===== config.mk =====
export PLATFORM = sky130hd
export DESIGN_NAME = uart_rx_param
export DESIGN_NICKNAME = d
export VERILOG_FILES = /design/src/rtl/uart_pkg.sv /design/src/rtl/uart_rx_fifo.sv /design/src/rtl/uart_rx_param.sv
export SDC_FILE = /design/constraint.sdc
export NUM_CORES = 1
export LEC_CHECK = 0
export ABC_CLOCK_PERIOD_IN_PS = 5200
export BUFFER_PORTS_ARGS = -buffer_cell sky130_fd_sc_hd__clkbuf_2
export CAP_MARGIN = 30
export CORE_MARGIN = 2
export CORE_UTILIZATION = 50
export CTS_CLUSTER_DIAMETER = 120
export DETAILED_ROUTE_END_ITERATION = 7
export GPL_ROUTABILITY_DRIVEN = 0
export GPL_TIMING_DRIVEN = 0
export HOLD_SLACK_MARGIN = 0.12
export PLACE_DENSITY = 0.77
export SLEW_MARGIN = 5
export SYNTH_ARGS = -nofsm -noshare
export SYNTH_HDL_FRONTEND = slang
export SYNTH_HIERARCHICAL = 1
export SYNTH_SLANG_ARGS = --single-unit
export TNS_END_PERCENT = 1

===== constraint.sdc =====
create_clock -name clk -period 5.2 [get_ports clk]
set_clock_uncertainty 0.1 [all_clocks]
set_input_delay 0.26 -clock clk [delete_from_list [all_inputs] [get_ports clk]]
set_output_delay 0.26 -clock clk [all_outputs]
set_load 0.02 [all_outputs]

===== src/rtl/uart_pkg.sv =====
// Shared types and helpers for the parametrised UART receiver.
package uart_pkg;

  typedef enum logic [2:0] {
    ST_IDLE,
    ST_START,
    ST_DATA,
    ST_PARITY,
    ST_STOP,
    ST_WAIT_HIGH
  } uart_rx_state_t;

  localparam int unsigned PAR_NONE = 0;
  localparam int unsigned PAR_ODD  = 1;
  localparam int unsigned PAR_EVEN = 2;

  // Rounded clock cycles per line bit.
  function automatic int unsigned clks_per_bit(input int unsigned clk_hz, input int unsigned baud);
    return (clk_hz + baud / 2) / baud;
  endfunction

endpackage


===== src/rtl/uart_rx_fifo.sv =====
// Show-ahead FIFO holding received words; used when UART_RX_FIFO_EN is defined.
module uart_rx_fifo #(
  parameter int unsigned WIDTH = 10,
  parameter int unsigned DEPTH = 8
) (
  input  logic             clk,
  input  logic             rst,
  input  logic             push,
  input  logic [WIDTH-1:0] din,
  input  logic             pop,
  output logic [WIDTH-1:0] dout,
  output logic             full,
  output logic             empty
);

  localparam int unsigned AW = $clog2(DEPTH);

  logic [WIDTH-1:0] mem [DEPTH];
  logic [AW-1:0]    wr_ptr;
  logic [AW-1:0]    rd_ptr;
  logic [AW:0]      count;
  logic             do_push;
  logic             do_pop;

  assign full    = (count == (AW + 1)'(DEPTH));
  assign empty   = (count == '0);
  assign dout    = empty ? '0 : mem[rd_ptr];
  assign do_pop  = pop && !empty;
  assign do_push = push && (!full || do_pop);

  always_ff @(posedge clk) begin
    if (do_push) mem[wr_ptr] <= din;
  end

  always_ff @(posedge clk or posedge rst) begin
    if (rst) begin
      wr_ptr <= '0;
      rd_ptr <= '0;
      count  <= '0;
    end else begin
      if (do_push) wr_ptr <= wr_ptr + AW'(1);
      if (do_pop)  rd_ptr <= rd_ptr + AW'(1);
      if (do_push && !do_pop)      count <= count + (AW + 1)'(1);
      else if (do_pop && !do_push) count <= count - (AW + 1)'(1);
    end
  end

endmodule


===== src/rtl/uart_rx_param.sv =====
// Parametrised UART receiver: synchroniser, 2-of-3 majority sampling, frame decode, valid/ready output.
// Define UART_RX_FIFO_EN to replace the single holding register with a FIFO_DEPTH-entry FIFO.
module uart_rx_param
  import uart_pkg::*;
#(
  parameter int unsigned CLK_HZ     = 66_000_000,
  parameter int unsigned BAUD_BPS   = 9600,
  parameter int unsigned DATA_BITS  = 8,
  parameter int unsigned PARITY     = 0,
  parameter int unsigned STOP_BITS  = 1,
  parameter int unsigned RX_INVERT  = 0,
  parameter int unsigned FIFO_DEPTH = 8
) (
  input  logic                 clk,
  input  logic                 rst,
  input  logic                 rx,
  output logic [DATA_BITS-1:0] data,
  output logic                 data_valid,
  input  logic                 data_ready,
  output logic                 parity_err,
  output logic                 frame_err,
  output logic                 overrun,
  input  logic                 clear_err,
  output logic                 busy
);

  localparam int unsigned CPB  = clks_per_bit(CLK_HZ, BAUD_BPS);
  localparam int unsigned CW   = $clog2(CPB);
  localparam int unsigned HALF = CPB / 2;
  localparam logic [CW-1:0] C_S0   = CW'(HALF - 1);
  localparam logic [CW-1:0] C_S1   = CW'(HALF);
  localparam logic [CW-1:0] C_MID  = CW'(HALF + 1);
  localparam logic [CW-1:0] C_LAST = CW'(CPB - 1);
  localparam logic          INV    = (RX_INVERT != 0);

  if (DATA_BITS < 5 || DATA_BITS > 9 || STOP_BITS < 1 || STOP_BITS > 2 ||
      FIFO_DEPTH < 2 || (FIFO_DEPTH & (FIFO_DEPTH - 1)) != 0) begin : g_param_check
    $error("uart_rx_param: illegal DATA_BITS, STOP_BITS or FIFO_DEPTH");
  end

  uart_rx_state_t       state;
  logic                 sync1, sync2, rxs;
  logic [CW-1:0]        cnt;
  logic                 s0, s1, maj, mid, last;
  logic [3:0]           bit_idx;
  logic                 stop_idx;
  logic [DATA_BITS-1:0] shreg;
  logic                 perr, ferr;
  logic                 push, pop, accept;

  // Reset to the raw idle level so reset release never looks like a start edge.
  always_ff @(posedge clk or posedge rst) begin
    if (rst) begin
      sync1 <= ~INV;
      sync2 <= ~INV;
    end else begin
      sync1 <= rx;
      sync2 <= sync1;
    end
  end

  assign rxs  = sync2 ^ INV;
  assign maj  = (s0 & s1) | (s0 & rxs) | (s1 & rxs);
  assign mid  = (cnt == C_MID);
  assign last = (cnt == C_LAST);
  assign push = (state == ST_STOP) && mid && (stop_idx == 1'(STOP_BITS - 1));
  assign pop  = data_valid && data_ready;

  always_ff @(posedge clk or posedge rst) begin
    if (rst) begin
      state    <= ST_IDLE;
      cnt      <= '0;
      s0       <= 1'b1;
      s1       <= 1'b1;
      bit_idx  <= '0;
      stop_idx <= 1'b0;
      shreg    <= '0;
      perr     <= 1'b0;
      ferr     <= 1'b0;
      busy     <= 1'b0;
    end else begin
      cnt <= cnt + CW'(1);
      if (cnt == C_S0) s0 <= rxs;
      if (cnt == C_S1) s1 <= rxs;
      unique case (state)
        ST_IDLE: begin
          cnt <= '0;
          if (!rxs) begin
            state <= ST_START;
            busy  <= 1'b1;
            perr  <= 1'b0;
            ferr  <= 1'b0;
          end
        end
        ST_START: begin
          if (mid && maj) begin
            state <= ST_IDLE;
            busy  <= 1'b0;
          end else if (last) begin
            cnt     <= '0;
            bit_idx <= '0;
            state   <= ST_DATA;
          end
        end
        ST_DATA: begin
          if (mid) shreg <= {maj, shreg[DATA_BITS-1:1]};
          if (last) begin
            cnt <= '0;
            if (bit_idx == 4'(DATA_BITS - 1)) begin
              stop_idx <= 1'b0;
              state    <= (PARITY != PAR_NONE) ? ST_PARITY : ST_STOP;
            end else begin
              bit_idx <= bit_idx + 4'd1;
            end
          end
        end
        ST_PARITY: begin
          if (mid) perr <= maj ^ ((PARITY == PAR_ODD) ? ~(^shreg) : (^shreg));
          if (last) begin
            cnt   <= '0;
            state <= ST_STOP;
          end
        end
        ST_STOP: begin
          if (mid) begin
            if (!maj) ferr <= 1'b1;
            if (push) begin
              state <= maj ? ST_IDLE : ST_WAIT_HIGH;
              busy  <= !maj;
            end
          end else if (last) begin
            cnt      <= '0;
            stop_idx <= 1'b1;
          end
        end
        ST_WAIT_HIGH: begin
          if (rxs) begin
            state <= ST_IDLE;
            busy  <= 1'b0;
          end
        end
        default: begin
          state <= ST_IDLE;
          busy  <= 1'b0;
        end
      endcase
    end
  end

`ifdef UART_RX_FIFO_EN
  logic                 fifo_full, fifo_empty;
  logic [DATA_BITS+1:0] fifo_dout;

  assign accept     = push && (!fifo_full || pop);
  assign data_valid = !fifo_empty;
  assign {data, parity_err, frame_err} = fifo_dout;

  uart_rx_fifo #(
    .WIDTH(DATA_BITS + 2),
    .DEPTH(FIFO_DEPTH)
  ) u_fifo (
    .clk  (clk),
    .rst  (rst),
    .push (accept),
    .din  ({shreg, perr, ferr | ~maj}),
    .pop  (pop),
    .dout (fifo_dout),
    .full (fifo_full),
    .empty(fifo_empty)
  );
`else
  assign accept = push && (!data_valid || pop);

  always_ff @(posedge clk or posedge rst) begin
    if (rst) begin
      data       <= '0;
      data_valid <= 1'b0;
      parity_err <= 1'b0;
      frame_err  <= 1'b0;
    end else if (accept) begin
      data       <= shreg;
      parity_err <= perr;
      frame_err  <= ferr | ~maj;
      data_valid <= 1'b1;
    end else if (pop) begin
      data_valid <= 1'b0;
    end
  end
`endif

  always_ff @(posedge clk or posedge rst) begin
    if (rst)                   overrun <= 1'b0;
    else if (push && !accept)  overrun <= 1'b1;
    else if (clear_err)        overrun <= 1'b0;
  end

endmodule

# After elaboration in Yosys (flattened, before gate mapping)
# Index checks and enable logic that the tools add are counted.
# op_classes
add_sub_neg	2
mul	0
n_div	0
magnitude_cmp	0
eq_ne	26
n_shift	0
n_mux	41
bitwise_logic	10
n_reduce_logical	26
# op_table
operator	count
$pmux 13 s4	1
$eq 13x12->1 const B	3
$mux 13	3
$mux 3	10
$ne 2x2->1 const B	15
$pmux 3 s6	1
$mux 1	17
$mux 4	4
$add 13x1->13 const B	1
$eq 13x13->1 const B	1
$reduce_bool 2->1	6
$reduce_and 5->1	2
$pmux 4 s2	1
$reduce_and 8->1	1
$reduce_xor 8->1	1
$eq 3x2->1 const B	2
$eq 3x3->1 const B	2
$logic_and 1x1->1	6
$pmux 1 s2	3
$reduce_and 6->1	1
$pmux 1 s5	1
$add 4x1->4 const B	1
$eq 4x3->1 const B	1
$reduce_and 4->1	1
12 further kinds	20
# word_totals
ff_bits	48
latchBits	0
ramBits	0
romBits	0
inputBits	5
output_inout_bits	13
wordCells	122
mem_count	0

# Longest topological paths before layout
# logic_depth
depth_word	7
depth_mapped	7
ltp_nobuf	7

# Worst setup path before layout
# No wires, ideal clock.
# synth_timing
path_type	reg2reg
startpoint	register cnt[0]
endpoint	register data[0]
setup_time_ns	0.125
arrival_ns	2.005
required_ns	4.975
setup_slack_ns	2.970
path_stages_with_launch	7
n_path_buf	1
period_less_slack_ns	2.230
path_cell_list	dfrtp_1 -> inv_1 -> ha_1 -> or4bb_1 -> nor4b_4 -> buf_6 -> mux2_4
# synth_between
elab_chain_cells	4
# synth_rtl
item	line	rtl
start: declaration	uart_rx_param.sv:43	logic [CW-1:0] cnt;
start signal: assignment	uart_rx_param.sv:82	cnt <= cnt + CW'(1);
$eq 13x12->1	uart_rx_param.sv:64	assign mid = (cnt == C_MID);
$logic_and 1x1->1 (2 in series)	uart_rx_param.sv:66	assign push = (state == ST_STOP) && mid && (stop_idx == 1'(STOP_BITS - 1));
$logic_and 1x1->1	uart_rx_param.sv:172	assign accept = push && (!data_valid || pop);
end signal: assignment	uart_rx_param.sv:181	data <= shreg;
end: declaration	uart_rx_param.sv:17	output logic [DATA_BITS-1:0] data,
# No other way between the ends.
# A chain may end at the register's enable or synchronous reset.

# Worst setup path in the final report
# layout_timing
startpoint	register cnt[0]
endpoint	register data[3]
# The elaborated chain is that of the path after synthesis.

==> impl_metrics.prom <==
# TYPE chip_impl_metric gauge
chip_impl_info{name="status",value="completed"} 1
chip_impl_metric{name="design_power_total",unit="uW"} 652
chip_impl_info{name="cpLargestDelayFamily",value="simple AND/OR/NAND/NOR gates"} 1
chip_impl_metric{name="syn2layout_area_growth",unit="%"} 13.0
chip_impl_metric{name="dieArea",unit="mm2"} 0.00535
chip_impl_metric{name="synth-edff-count",unit=""} 0
chip_impl_metric{name="timing.final.setup_violations",unit=""} 0
chip_impl_info{name="route.top_layer_used",value="met4"} 1
chip_impl_metric{name="synthesis.instances",unit=""} 212
chip_impl_metric{name="worst-path-buf-inv",unit=""} 2
chip_impl_metric{name="n_antenna_cell",unit=""} 0
chip_impl_metric{name="post-route-period-util",unit="%"} 47.3
chip_impl_metric{name="antenna_found_initial",unit=""} 0
chip_impl_metric{name="worstPathRequired",unit="ns"} 5.28
chip_impl_metric{name="syn-cell-area",unit="mm2"} 0.00239
chip_impl_metric{name="clock_sink_count",unit=""} 48
chip_impl_info{name="endpoint_kind",value="flop"} 1
chip_impl_info{name="clock_tree_root_driver_cell",value="clkbuf_8"} 1
chip_impl_metric{name="netlist.area_leader.share",unit="%"} 46.0
chip_impl_metric{name="cts_buffer_depth",unit=""} 2
chip_impl_metric{name="irDropWorstVdd",unit="mV"} 0.135
chip_impl_info{name="min_path_type",value="in2reg"} 1
chip_impl_metric{name="final_nets",unit=""} 250
chip_impl_metric{name="met2RoutedLength",unit="mm"} 1.98
chip_impl_metric{name="min_period",unit="ns"} 2.46
chip_impl_metric{name="timing.max_slew.rel_slack",unit="%"} 66.5
chip_impl_metric{name="final_sum_of_negative_setup_slack",unit="ns"} 0
chip_impl_metric{name="per_cell_routed_wire_length",unit="um"} 14.4
chip_impl_metric{name="yosys_warnings",unit=""} 6
chip_impl_info{name="path_class",value="reg2reg"} 1
chip_impl_info{name="critical_path.slowest_cell",value="or4bb_1"} 1
chip_impl_metric{name="synth_nets",unit=""} 222
chip_impl_metric{name="grt_use_total",unit="%"} 17.8
chip_impl_metric{name="largest_net_degree_at_the_start_of_global_routing",unit=""} 33
chip_impl_metric{name="worst_pin_slew",unit="ns"} 0.498
chip_impl_info{name="synth_top_cell_by_area",value="dfrtp_1"} 1
chip_impl_metric{name="dr.first_iter.drc_count",unit=""} 135
chip_impl_metric{name="worst_setup_hold_path_clk_slew",unit="ns"} 0.09
chip_impl_info{name="cells_along_the_critical_path",value="inv_1, ha_1, or4bb_1, nor4b_4, buf_6, mux2_4"} 1
chip_impl_metric{name="floorplan.rows",unit=""} 25
chip_impl_metric{name="ys_ff_latch",unit=""} 48
chip_impl_metric{name="grt_pass1_wl",unit="mm"} 7.38
chip_impl_metric{name="drc",unit=""} 0
chip_impl_metric{name="cts-buffers-inserted",unit=""} 5
chip_impl_metric{name="wirelength_met1",unit="mm"} 2.11
chip_impl_metric{name="grt_overflow_total",unit=""} 0
chip_impl_metric{name="die_width",unit="um"} 73.2
chip_impl_metric{name="power_density",unit="mW/mm2"} 241
chip_impl_metric{name="netlist-cell-type-count",unit=""} 45
chip_impl_metric{name="finalHoldViolCount",unit=""} 0
chip_impl_metric{name="ctsHtreeMaxLevel",unit=""} 2
chip_impl_metric{name="detail_route.first_pass.iterations",unit=""} 4
chip_impl_metric{name="total_via_count_in_the_routed_design",unit=""} 1619
chip_impl_metric{name="port_buffers",unit=""} 17
chip_impl_metric{name="routed-wl-met3",unit="um"} 94
chip_impl_metric{name="maxClockFrequency",unit="GHz"} 0.407
chip_impl_info{name="dominantRegCellSynth",value="dfrtp_1"} 1
chip_impl_metric{name="synthArstFlopShare",unit="%"} 100
chip_impl_metric{name="routed_wirelength",unit="mm"} 4.26
chip_impl_metric{name="final_layout_size_suffix_gt1_share",unit="%"} 23.7
chip_impl_metric{name="static-leakage-power",unit="uW"} 0.00130
chip_impl_metric{name="floorplan.die.height",unit="um"} 73.2
chip_impl_info{name="timing.critical_path.from_type",value="flop"} 1
chip_impl_info{name="grt_setup_unrepaired",value="false"} 1
chip_impl_metric{name="first_global_vias",unit=""} 1602
chip_impl_metric{name="worst_path_largest_cell_delay",unit="ns"} 0.59
chip_impl_metric{name="synth-seq-area-share",unit="%"} 50.4
chip_impl_metric{name="fillerInstances",unit=""} 387
chip_impl_info{name="tritoncts",value="yes"} 1
chip_impl_metric{name="avgSynthCellArea",unit="um2"} 11.3
chip_impl_metric{name="ant_nets_after_route",unit=""} 0
chip_impl_metric{name="initial_core_util",unit="%"} 51.3
chip_impl_metric{name="cp.arrival",unit="ns"} 2.54
chip_impl_metric{name="timing.max_cap.violations",unit=""} 0
chip_impl_metric{name="core-area",unit="mm2"} 0.00466
chip_impl_metric{name="io_pins",unit=""} 18
chip_impl_metric{name="clkLatencyLatePin",unit="ns"} 0.29
chip_impl_metric{name="post-dp-hpwl",unit="mm"} 2.96
chip_impl_info{name="netlist_top_cells_area",value="dfrtp_1 (46%), mux2_2 (5.2%), mux2_4 (5.0%), dfstp_2 (4.4%), nor2_1 (3.8%)"} 1
chip_impl_metric{name="worstPathMaxFanout",unit=""} 10
chip_impl_metric{name="timing.final.max_slew_violations",unit=""} 0
chip_impl_metric{name="viasPerCell",unit=""} 5.49
==> sequential cells by signal, indices dropped and copies added, names as in the netlist, 3 cells and up <==
signal / count
cnt: 13
data: 8
shreg: 8
bit_idx: 4
state: 3
==> where the power goes <==
part           internal [uW]  total [uW]  leakage [uW]  switching (uW)
Clock                    143         264     0.0000552             121
Combinational           4.40        13.0      0.000608            8.59
Sequential               374         375      0.000636           0.801
==> synthesized netlist by cell type (2+ instances only) <==
cell type  number
nor2_1         24
dfrtp_1        44
o21ai_1         2
dfstp_2         4
a31oi_1         2
a21oi_1         6
o21ai_0         8
mux2i_1         4
inv_1          12
mux2_2         11
ha_1            5
nand2_1        16
xnor2_1         9
nor2b_1         2
and4b_1         2
xor2_1         10
and3_1          4
clkbuf_1        2
mux2_4          8
nor3b_1         2
nand3_1        11
==> tightest hold or removal path, stage by stage <==
cell	delay [ns]
clkbuf_2	0.09
nand2b_1	0.12
nand2_1	0.05
==> final cells by class <==
cell class	instances	area, um2	share of cell area, %
sequential	48	1210	44.6
multi-input combinational	148	1120	41.3
timing repair buffer	21	135	5.00
clock buffer	6	72.6	2.69
tap	54	67.6	2.50
inverter	12	45.0	1.67
clock inverter	2	35.0	1.30
buffer	4	23.8	0.880
==> cells by family after synthesis <==
| group | after synthesis | share of synthesized area (%) |
|---|---|---|
| AND/OR/NAND/NOR | 75 | 18.5 |
| flip-flops | 48 | 50.4 |
| XOR/XNOR | 19 | 6.96 |
| adder cells (fa/ha/maj) | 6 | 3.03 |
| buffers and inverters | 16 | 2.88 |
| multiplexers | 23 | 11.9 |
| AO/OA/AOI/OAI | 25 | 6.33 |
==> layer usage <==
metal,up-vias,track usage [%]
li1,791,-
met1,800,25.2
met2,22,26.3
met3,6,4.14
met4,0,7.00
met5,-,0
==> cells in the final DEF, fill, tap and decap left out, drive strengths merged, types with 3 or more instances in the layout <==
cell         count
dfrtp           44
clkbuf          25
nor2            24
mux2            19
nand2           17
inv             12
nand3           11
xor2            10
o21ai           10
xnor2            9
a21oi            6
ha               5
mux2i            4
and3             4
dfstp            4
dlygate4sd3      3
nor3b            3
buf              3
==> worst paths after layout <==
kind	from	endpoint	slack, ns	cells past startpoint
max	cnt[0]$_DFF_PP0_	data[3]$_DFFE_PP0P_	2.74	6
min	data_ready	data_valid$_DFFE_PP0P_	0.16	3
max reg2reg	cnt[0]$_DFF_PP0_	data[3]$_DFFE_PP0P_	2.74	6
min reg2reg	sync1$_DFF_PP1_	rxs$_DFF_PP1_	0.26	0
max in group asynchronous	rst	s1$_DFFE_PP1N_	4.06	4
min in group asynchronous	rst	shreg[4]$_DFFE_PP0P_	0.38	3
==> per-stage QoR <==
step	util [%]	cell area (um2)	hold WS [ns]	setup slack (ns)	instances
3_3_place_gp	54.6	2540	0.247	2.79	283
4_1_cts	58.0	2700	0.159	2.73	295
2_1_floorplan	-	2390	0.164	2.97	212
5_1_grt	58.0	2700	0.159	2.65	295
3_5_place_dp	55.0	2560	0.146	2.75	284
6_report	58.0	2700	0.156	2.74	295
==> repair_timing <==
action,CTS,global route
gates resized for setup,0,0
buffers inserted,0,0
hold buffers,3,0
endpoints found under the hold margin,18,0
No activity file was read; power rests on OpenSTA's default activity.
